==> src/rtl/sram_arbiter.sv <==
// rtl/sram_arbiter.sv - two-port SRAM access arbiter (IDLE/ACCESS/DONE), all outputs registered
module sram_arbiter #(
  parameter int unsigned FIXED_PRI = 0
) (
  input  logic       clk,
  input  logic       arst_n,
  input  logic       p0_req,
  input  logic       p0_we,
  input  logic [7:0] p0_addr,
  input  logic [7:0] p0_wdata,
  output logic       p0_gnt,
  output logic [7:0] p0_rdata,
  output logic       p0_rvalid,
  input  logic       p1_req,
  input  logic       p1_we,
  input  logic [7:0] p1_addr,
  input  logic [7:0] p1_wdata,
  output logic       p1_gnt,
  output logic [7:0] p1_rdata,
  output logic       p1_rvalid,
  output logic       sram_en,
  output logic       sram_we,
  output logic [7:0] sram_addr,
  output logic [7:0] sram_wdata,
  input  logic [7:0] sram_rdata,
  output logic       busy
);

  typedef enum logic [1:0] {IDLE, ACCESS, DONE} state_t;

  state_t     state_q, state_d;
  logic       last_q, last_d;
  logic       win_q, win_d;
  logic [1:0] gnt_q, gnt_d;
  logic [1:0] rvalid_q, rvalid_d;
  logic       en_q, en_d;
  logic       we_q, we_d;
  logic [7:0] addr_q, addr_d;
  logic [7:0] wdata_q, wdata_d;
  logic [7:0] rdata0_q, rdata0_d;
  logic [7:0] rdata1_q, rdata1_d;
  logic       busy_q, busy_d;
  logic       arb_go;
  logic       arb_win;

  // last_q names the port served most recently; a tie goes to the other one
  assign arb_win = (p0_req && p1_req) ? ((FIXED_PRI != 0) ? 1'b0 : ~last_q) : p1_req;
  assign arb_go  = (state_q != ACCESS) && (p0_req || p1_req);

  always_ff @(posedge clk or negedge arst_n) begin
    if (!arst_n) begin
      state_q  <= IDLE;
      last_q   <= 1'b1;
      win_q    <= 1'b0;
      gnt_q    <= 2'b00;
      rvalid_q <= 2'b00;
      en_q     <= 1'b0;
      we_q     <= 1'b0;
      addr_q   <= 8'h00;
      wdata_q  <= 8'h00;
      rdata0_q <= 8'h00;
      rdata1_q <= 8'h00;
      busy_q   <= 1'b0;
    end else begin
      state_q  <= state_d;
      last_q   <= last_d;
      win_q    <= win_d;
      gnt_q    <= gnt_d;
      rvalid_q <= rvalid_d;
      en_q     <= en_d;
      we_q     <= we_d;
      addr_q   <= addr_d;
      wdata_q  <= wdata_d;
      rdata0_q <= rdata0_d;
      rdata1_q <= rdata1_d;
      busy_q   <= busy_d;
    end
  end

  always_comb begin
    state_d = state_q;
    case (state_q)
      IDLE:    state_d = arb_go ? ACCESS : IDLE;
      ACCESS:  state_d = DONE;
      DONE:    state_d = arb_go ? ACCESS : IDLE;
      default: state_d = IDLE;
    endcase
  end

  always_comb begin
    gnt_d    = 2'b00;
    rvalid_d = 2'b00;
    en_d     = 1'b0;
    win_d    = win_q;
    last_d   = last_q;
    we_d     = we_q;
    addr_d   = addr_q;
    wdata_d  = wdata_q;
    rdata0_d = rdata0_q;
    rdata1_d = rdata1_q;
    busy_d   = (state_d != IDLE);
    // read data is captured as ACCESS ends so rvalid lines up with DONE
    if (state_q == ACCESS && !we_q) begin
      if (win_q) begin
        rvalid_d = 2'b10;
        rdata1_d = sram_rdata;
      end else begin
        rvalid_d = 2'b01;
        rdata0_d = sram_rdata;
      end
    end
    if (arb_go) begin
      win_d  = arb_win;
      last_d = arb_win;
      en_d   = 1'b1;
      if (arb_win) begin
        gnt_d   = 2'b10;
        we_d    = p1_we;
        addr_d  = p1_addr;
        wdata_d = p1_wdata;
      end else begin
        gnt_d   = 2'b01;
        we_d    = p0_we;
        addr_d  = p0_addr;
        wdata_d = p0_wdata;
      end
    end
  end

  assign p0_gnt     = gnt_q[0];
  assign p1_gnt     = gnt_q[1];
  assign p0_rvalid  = rvalid_q[0];
  assign p1_rvalid  = rvalid_q[1];
  assign p0_rdata   = rdata0_q;
  assign p1_rdata   = rdata1_q;
  assign sram_en    = en_q;
  assign sram_we    = we_q;
  assign sram_addr  = addr_q;
  assign sram_wdata = wdata_q;
  assign busy       = busy_q;

endmodule

==> config.mk <==
export PLATFORM = sky130hd
export DESIGN_NAME = sram_arbiter
export DESIGN_NICKNAME = d
export VERILOG_FILES = /design/src/rtl/sram_arbiter.sv
export SDC_FILE = /design/constraint.sdc
export NUM_CORES = 1
export LEC_CHECK = 0
export ABC_AREA = 1
export CORE_MARGIN = 2
export CORE_UTILIZATION = 39
export CTS_BUF_LIST = sky130_fd_sc_hd__clkbuf_16
export DETAILED_ROUTE_END_ITERATION = 10
export PLACE_DENSITY = 0.87
export SLEW_MARGIN = 20
export SYNTH_ARGS = -nofsm -noshare
export SYNTH_HDL_FRONTEND = slang
export SYNTH_SLANG_ARGS = --single-unit
==> constraint.sdc <==
create_clock -name clk -period 1.2 [get_ports clk]
set_input_delay 0.18 -clock clk [delete_from_list [all_inputs] [get_ports clk]]
set_output_delay 0.18 -clock clk [all_outputs]
set_load 0.01 [all_outputs]
==> results_dict.tcl <==
set metrics [dict create \
    first_global_vias 1941 \
    syn_nets 291 \
    post_route_cells_drive_above_1_share 0.157 \
    slew_headroom 0.747 \
    nets 396 \
    ant_nets 0 \
    synth_fa_ha_area_frac 0 \
    p_per_area_nw_per_um2 1700 \
    grt_pass1_wl_um 8800 \
    dr.pass1.iters 4 \
    ioPinCount 85 \
    h-tree-depth 2 \
    finClkSkew_ns 0.00710 \
    die_area_um2 5930 \
    avgSynthCellArea_um2 8.49 \
    synth_compound_area_frac 0.00481 \
    fin_crit_sh 0.993 \
    dp_hpwl_um 4010 \
    setup_viol 0 \
    yosysMostFrequentCell "nand2_1" \
    clock_path_buffers 2 \
    hold_viol 0 \
    synthSimpleGateAreaFrac 0.354 \
    fmax_ghz 0.839 \
    critical_path_arrival_ns 1.40 \
    cts_made_buffers 5 \
    track_usage 0.187 \
    synthTopCellsByArea "dfrtp_1, nand2_1, inv_1" \
    ys_ff_latch 43 \
    cp.required_ns 1.41 \
    ir_worst_vdd_mv 0.821 \
    yosysSeqAreaShare 0.518 \
    met3_usage 0.0588 \
    area.growth.synth_to_final_pct 58.9 \
    period_minus_slack_ns 1.19 \
    wl_per_cell_um 12.7 \
    synth_area_um2 2080 \
    pre_cts_ws_ns -0.216 \
    rsz0062_at_grt "yes" \
    insertion_delay_ns 0.28 \
    viasPerCell 4.80 \
    yosys-top-cells-count "nand2_1, dfrtp_1, inv_1" \
    antenna_found_initial 0 \
    maxSlewViolCount 0 \
    gr-max-usage-layer "met2" \
    cts_tree "done" \
    maxCapViolations 0 \
    clk_pin_slew_ns 0.06 \
    grtUsageMet1 0.221 \
    hold_path_class "in -> async" \
    dp_cells 404 \
    grt-ovfl-total 0 \
    yosysTopAreaCell "dfrtp_1" \
    ys_warn_count 0 \
    status "completed" \
    cpMostUsedCell "nor2_4" \
    cpPeakStageDelay_ns 0.63 \
    grt_max_degree 20 \
    p_total_uw 5620 \
    finalWorstSetupSlack_ns 0.00791 \
    crit_path_max_fanout 6 \
    synth_cell_types 20 \
    place_congestion 0.803 \
    drc 0 \
    drt-total-wl_um 5350 \
    end_kind "flop" \
    synthCells 245 \
    path_class "in -> reg" \
    tightestPinTransition_ns 0.380 \
    crit_slowest_cell "clkdlybuf4s50_1" \
    first_iter_violations 103 \
    synth_mux_area_frac 0 \
    grtUsageMet2 0.319 \
    synth_top_family_by_area "simple AND/OR/NAND/NOR gates" \
    path_buf_inv 2 \
    core-area_um2 5140 \
    ctsRootBufferMaster "clkbuf_16" \
    vias 2022 \
    die_x_um 77.0 \
    crit_chain "clkdlybuf4s50_1, nor2_4, nor2_4, buf_4, nand3_2, nand2_1" \
    crit_family "buffers and inverters" \
    leakage_uw 0.00179 \
    startpoint_type "input port" \
    clock_sinks 43 \
    die_h_um 77.0 \
    port_buffers 84 \
    rows 26 \
    synth.top_cell.area_share 0.505 \
    synth_edf_count 0 \
    fin_cells 421 \
    synth_ff_type "dfrtp_1" \
    start_util 0.405 \
    synth-xor-area-share 0 \
    synthArstFlopShare 1.00 \
    num_antenna_cells 0 \
]
[per-stage QoR]
step / util / TNS (ns) / hold slack, ns / cell area, um^2
global placement: 0.596 / -3.23 / 0.112 / 3070
finish: 0.643 / 0 / 0.355 / 3300
detailed placement: 0.596 / -3.99 / 0.123 / 3070
global route: 0.643 / -0.438 / 0.382 / 3300
CTS: 0.629 / 0 / 0.359 / 3230
floorplan: - / 0 / -0.116 / 2080
[per-layer routing]
metal | routed length, um | share of wire | vias up
met5 | 0 | 0 | -
met2 | 2660 | 0.50 | 77
met4 | 89 | 0.017 | 0
li1 | - | - | 978
met3 | 352 | 0.066 | 10
met1 | 2250 | 0.42 | 957
[logic make-up (layout without fill, tap and decap cells)]
kind of cell,Yosys count,after routing
AOI/OAI and AO/OA,2,2
buffers and inverters,54,158
and+or+nand+nor,146,148
DFF,43,43
[power breakdown]
part | internal, uW | switching (uW)
sequential | 1900 | 257
clock | 970 | 524
combinational | 937 | 1040
[cells in the final DEF, fill, tap and decap left out]
cell type        instances
bufinv_16                1
nand2_8                  2
dfstp_2                  1
clkdlybuf4s50_1         44
nand3_1                 25
dlygate4sd2_1           39
nand2_4                  2
nor2_1                   3
inv_4                    1
o21ai_0                  2
clkbuf_16                5
buf_2                    1
buf_12                   3
nand3_4                  2
inv_1                   40
nor2_4                   3
buf_4                   16
inv_2                    1
dlygate4sd3_1            1
nand3_2                  9
clkinv_1                 2
nand2_2                  4
buf_6                    3
clkinv_2                 1
nand2_1                 82
nand4_1                 16
dfrtp_1                 42
[area by class of cell]
type	count	area [um^2]
clock buffers	5	125
clock inverters	3	38.8
fillers	450	1840
inverters	43	164
multi-input cells	150	801
flip-flops and latches	43	1080
well taps	70	87.6
repair buffers	107	1010
[repair_timing]
item | 4_1_cts | 5_1_grt
gates resized for setup | 40 | 10
setup endpoints to repair | 46 | 35
hold buffers | 1 | 0
pin swaps | 1 | 2
hold endpoints to repair | 12 | 0
setup buffers | 5 | 1
gates cloned | 0 | 2
[final timing paths]
kind                                    startpoint                   endpoint  slack (ns)  cells past startpoint
max                                         p0_req   sram_addr[6]$_DFFE_PN0P_       0.008                      6
min                                         arst_n   sram_addr[4]$_DFFE_PN0P_        0.36                      2
max reg2reg                     last_q$_DFFE_PN1P_  sram_wdata[6]$_DFFE_PN0P_        0.02                      5
min reg2reg                p1_rdata[5]$_DFFE_PN0P_    p1_rdata[5]$_DFFE_PN0P_        0.47                      2
max in group asynchronous                   arst_n    p1_rdata[4]$_DFFE_PN0P_        0.42                      3
min in group clk           p1_rdata[5]$_DFFE_PN0P_    p1_rdata[5]$_DFFE_PN0P_        0.47                      2
[registers in the layout, summed over array words and instances (netlist names)]
name	cells
p0_rdata	8
p1_rdata	8
sram_addr	8
sram_wdata	8
gnt_q	2
rvalid_q	2
state_q	2
busy	1
last_q	1
sram_en	1
sram_we	1
win_q	1
[worst register-to-register path, cell delays in order (launching register included)]
cell	delay, ns
dfstp_2	0.59
nand2_8	0.11
nand2_4	0.15
nand2_1	0.07
nand3_1	0.08
nand2_1	0.05
Note: power is estimated with default switching activity, not from simulation.
